File: config.mk
export PLATFORM = sky130hd
export DESIGN_NAME = c1_n
export DESIGN_NICKNAME = d
export VERILOG_FILES = /design/src/rtl/c1_n.sv
export SDC_FILE = /design/constraint.sdc
export NUM_CORES = 1
export LEC_CHECK = 0
export BUFFER_PORTS_ARGS = -buffer_cell sky130_fd_sc_hd__buf_2
export CORE_AREA = 2 2 39 41
export DETAILED_ROUTE_END_ITERATION = 10
export DIE_AREA = 0 0 41 43
export PLACE_DENSITY_LB_ADDON = 0.1
export SLEW_MARGIN = 25
export SYNTH_ARGS = -nofsm -noshare
export SYNTH_HDL_FRONTEND = slang
export SYNTH_SLANG_ARGS = --single-unit
File: constraint.sdc
create_clock -name clk -period 1.6 [get_ports clk]
set_input_delay 0.24 -clock clk [delete_from_list [all_inputs] [get_ports clk]]
set_output_delay 0.24 -clock clk [all_outputs]
set_load 0.03 [all_outputs]
File: src/rtl/c1_n.sv
// c1_n: up/down modulo-MODULUS counter with synchronous parallel load and
// a registered terminal-count pulse.
// Optional feature macro: C1_N_SATURATE_EN. When it is defined the counter
// holds at its limits instead of wrapping. When it is undefined the counter
// wraps modulo MODULUS.

module c1_n #(
    parameter int unsigned WIDTH   = 4,
    parameter int unsigned MODULUS = 16
) (
    input  logic             clk,
    input  logic             reset,
    input  logic             enable,
    input  logic             reverse,
    input  logic             load,
    input  logic [WIDTH-1:0] load_value,
    output logic [WIDTH-1:0] Q,
    output logic             tc,
    output logic             zero
);

    localparam logic [WIDTH-1:0] CNT_MAX = WIDTH'(MODULUS - 1);
    localparam logic [WIDTH-1:0] CNT_ONE = WIDTH'(1);

    logic [WIDTH-1:0] q_nxt;
    logic             tc_nxt;
    logic [WIDTH-1:0] load_clamped;
    logic             at_max;
    logic             at_min;

    assign at_max = (Q == CNT_MAX);
    assign at_min = (Q == '0);

    // Out-of-range load values clamp to the top of the count range.
    always_comb begin
        load_clamped = load_value;
        if (32'(load_value) >= MODULUS) begin
            load_clamped = CNT_MAX;
        end
    end

    // Next count and terminal-count flag.
    // Priority is load, then enable, then hold.
    // tc is set on any enabled step that starts at the limit for the current direction.
    always_comb begin
        q_nxt  = Q;
        tc_nxt = 1'b0;
        if (load) begin
            q_nxt = load_clamped;
        end else if (enable) begin
            if (!reverse) begin
                if (at_max) begin
                    tc_nxt = 1'b1;
`ifdef C1_N_SATURATE_EN
                    q_nxt  = Q;
`else
                    q_nxt  = '0;
`endif
                end else begin
                    q_nxt = Q + CNT_ONE;
                end
            end else begin
                if (at_min) begin
                    tc_nxt = 1'b1;
`ifdef C1_N_SATURATE_EN
                    q_nxt  = Q;
`else
                    q_nxt  = CNT_MAX;
`endif
                end else begin
                    q_nxt = Q - CNT_ONE;
                end
            end
        end
    end

    // Count and tc registers; reset clears both asynchronously.
    always_ff @(posedge clk or negedge reset) begin
        if (!reset) begin
            Q  <= '0;
            tc <= 1'b0;
        end else begin
            Q  <= q_nxt;
            tc <= tc_nxt;
        end
    end

    // Zero flag follows the count without a register stage.
    assign zero = (Q == '0);

endmodule

# [Word-level counts from Yosys, hierarchy flattened]
# Cells that the tools add are included.
[totals] register_bits=5 in_bits=9 wordCells=17
[op_classes] n_eq_ne=1 mux=10 addsub=2 n_reduce_logical=2
[op_table] operator="2-to-1 mux 4 bit" count=5
[op_table] operator="2-to-1 mux 1 bit" count=5
[op_table] operator="adder 4 x 1 -> 4 bit (second input constant)" count=1
[op_table] operator="equality test 4 bit (second input constant)" count=1
[op_table] operator="logical NOT 4 bit" count=1
[op_table] operator="subtractor 4 x 1 -> 4 bit (second input constant)" count=1
[op_table] operator="nonzero test 2 bit" count=1

# [Logic depth before layout (Yosys ltp)]
[depth] depth_word=5 depth_mapped=6 mapped_depth_nobuf=6

# [Worst setup path before layout]
# Ideal clock, no wire load.
[synth_path] kind="register to output" startpoint="register Q[0]" endpoint="output port zero" path_stages_with_launch=4 t_arrival_ps=1600 setup_slack_ps=-240 required_ps=1360 cell_sequence="dfrtp_1 -> inv_1 -> ha_1 -> nor3b_1"
[synth_between] elab_chain_len=1
[synth_rtl] element="from (decl)" line="17" rtl="output logic [WIDTH-1:0] Q,"
[synth_rtl] element="from (signal assigned)" line="83" rtl="Q <= q_nxt;"
[synth_rtl] element="logical NOT 4 bit" line="89" rtl="assign zero = (Q == '0);"
[synth_rtl] element="to (decl)" line="19" rtl="output logic zero"
# No other way between the ends.

# [Final worst setup path]
[layout_path] startpoint="register Q[1]" endpoint="output port zero"
# The elaborated chain is that of the path after synthesis.

==> out/results.ini <==
[die]
core-area_mm2 = 0.001384
die-height_um = 43
io_pins = 15
floorplan.initialDensity = 0.2694
num_rows = 14
die_w_um = 41
fp.dieArea_mm2 = 0.001763

[synth]
synthesis.yosys.warnings = 0
synth_ff_type = dfrtp_1
yosysTopAreaCellShare = 0.3356
number_of_enable_flip_flop_cells_after_synthesis = 0
dominant_combinational_cell_family_by_area_after_synthesis = compound AO/OA/AOI/OAI gates
yosys.area.top_type = dfrtp_1
synth.avg_cell_area_um2 = 8.878
ys_ff_latch = 5
post_synth_and_or_nand_nor_area_fraction = 0.2349
asyncSetResetFlopFracSynth = 1.000
compound_gate_portion_of_the_synthesized_area = 0.2450
synth.area.mux_share = 0.03020
synthesis.area_um2 = 372.9
synth.net_count = 53
yosys.area_share.xor_xnor = 0.04698
synth-adder-area-share = 0.06711
syn-instance-count = 42
synth.distinct_cells = 24
most_area_consuming_cells_after_synthesis = dfrtp_1 34%, ha_1 6.7%, o21ai_0 5.4%, xnor2_1 4.7%, nand4bb_2 4.4%
share_of_the_yosys_chip_area_belonging_to_registers = 0.3356

[clock_network]
tritoncts = yes
tritoncts_num_sinks = 5
cts-buffers-inserted = 3
cts_root_buffer = clkbuf_4
clockBufferDepth = 2
cts.htree.levels = 1
worst_skew_pair.late_latency_ns = 0.24
clkSlewWorstSetupHoldPaths_ns = 0.04

[global_route]
maximum_number_of_pins_on_one_net_before_global_route_repair = 10
top_usage_layer = met1
met2_usage = 0.1594
use_met1 = 0.1612
grt_use_total = 0.1193
remaining_global_route_overflow = 0
antenna_violations_before_repair = 0
first_pass_grt_wire_length_um = 1407
groute.layer.met3.usage = 0.03141
vias_in_the_first_global_route = 339

[sta]
final_setup_violation_count = 0
period_share = 0.9397
finClkSkew_ns = 0.00005426
max_slew.worst_pin.slew_ns = 0.3417
max_freq_mhz = 665.1
setup_total_negative_slack_ns = 0
finalWorstPathRequiredPeriod_ns = 1.504
rsz0062_at_grt = false
worst_slew_margin_relative_to_its_limit = 0.7701
timing_hold_violations_final = 0
final_number_of_max_transition_violations = 0

[worst_setup_path]
timing.critical_path.depth = 4
path_delay_family = flip-flops
ff2ff_path_depth = 5
cpMaxStageDelayCell = dfrtp_2
timing.critical_path.cells = inv_1 -> ha_4 -> nor3b_2 -> buf_4
crit_path_max_incr_delay_ns = 0.44
cp.arrival_ns = 1.26
critical_path_required_ns = 1.36
crit_path_max_fanout = 7
critPathBufInv = 2
critical_path_start_type = flop
critical_path.endpoint_type = primary output
critical_path_class = reg -> out

[cells_and_area]
leading_cell_type_in_the_layout_fill_and_taps_excluded = buf_2
finalNetCount = 75
p_r_area_growth_vs_syn_pct = 43.96
num-fill-cells = 156
ratio_of_cells_with_drive_above_1_in_the_final_layout = 0.4762
mostFrequentLayoutCells = 13 x buf_2, 4 x nand2_1, 4 x o21ai_0
antenna_cells = 0
seq_area_um2 = 127.6
multi_input_gate_area_in_the_final_layout_um2 = 250.2

[drt]
post_drt_via_cell_ratio = 4.772
dr.pass1.iters = 2
dr_wl_cell_um = 11.19
routed-via-count = 377
drc = 0
routed_wirelength_um = 884
antenna_left = 0
drt_iter0_drc = 1

[power_and_ir_drop]
totalPowerFinal_w = 0.0005079
power_density_mw_per_mm2 = 946.3
total_leakage_power_nw = 0.2457
worst_ir_drop_vdd_mv = 0.3987

[worst_hold_path]
worst_hold_path.num_cells = 3
timing.hold.worst.class = in -> reg

[placement]
count_of_input_and_output_buffers = 14
hpwlAfterDp_um = 694.2
routability_congestion = 0.6825

[outcome]
run_status = finished clean

[run]
drv_cap = 0

Yosys cell counts (2+ instances only):
library cell	count
xnor2_1	2
o21ai_0	4
dfrtp_1	5
o21ai_1	2
a21oi_1	2
a31oi_1	2
ha_1	2
nand2_1	4
nor2_1	2
inv_1	3
layout make-up:
cell class | count | area share
clock buffers | 4 | 0.04895
flip-flops and latches | 5 | 0.2378
repair buffers | 17 | 0.1818
well taps | 16 | 0.03730
multi-input cells | 33 | 0.4662
inverters | 4 | 0.02797
final timing paths:
check | start | endpoint | slack, ns
max in group asynchronous | reset | Q[0]$_DFFE_PN0P_ | 1.13
min | load_value[0] | Q[0]$_DFFE_PN0P_ | 0.21
min in group asynchronous | reset | Q[2]$_DFFE_PN0P_ | 0.33
min reg2reg | Q[2]$_DFFE_PN0P_ | tc$_DFF_PN0_ | 0.68
max | Q[1]$_DFFE_PN0P_ | zero | 0.1
max reg2reg | Q[0]$_DFFE_PN0P_ | Q[3]$_DFFE_PN0P_ | 0.1
state kept, by name, summed over array words and instances (netlist names):
name and cells:
tc 1, Q 4
worst register-to-register path, cell delays in order, from the launching register on:
cell and delay (ns):
dfrtp_2 0.44, buf_4 0.15, o31a_2 0.27, o21ai_1 0.15
a31oi_1 0.10, a211o_1 0.28
kinds of logic after synthesis:
kind of cell	after synthesis
compound gates	14
simple gates	14
flops	5
buf+inv	4
xor+xnor	2
fa+ha+maj	2
mux	1
per-stage QoR:
stage	utilization	setup slack [ns]	hold slack (ns)	instance area, µm²	std cells
final	0.3879	0.09646	0.2100	536.8	79
after global routing	0.3879	0.01304	0.2318	536.8	79
after CTS	0.3725	0.008271	0.2051	515.5	78
after floorplan	-	0.006265	-0.05559	379.1	42
after global placement	0.3445	0.1064	0.05963	476.7	73
after detailed placement	0.3445	0.1052	0.05588	476.7	73
report_power, final:
| part | leakage [nW] | switching (W) | total [W] | internal [W] |
|---|---|---|---|---|
| logic | 0.171 | 0.000103 | 0.000192 | 0.0000890 |
| clock network | 0.0150 | 0.0000473 | 0.000141 | 0.0000940 |
| registers | 0.0596 | 0.0000312 | 0.000175 | 0.000143 |
| total | 0.246 | 0.000181 | 0.000508 | 0.000326 |
what timing repair did:
| action | 4_1_cts | 5_1_grt |
|---|---|---|
| hold buffers | 1 | 0 |
| endpoints found under the setup margin | 1 | 1 |
| resized for setup | 1 | 4 |
| hold endpoints to repair | 5 | 0 |
| buffers inserted | 0 | 1 |
layer usage:
metal	share of wire	routed length (µm)
met2	0.49	430
met3	0.045	40
met5	0	0
met4	0	0
met1	0.47	412
Power figures use the tool's default switching activity.
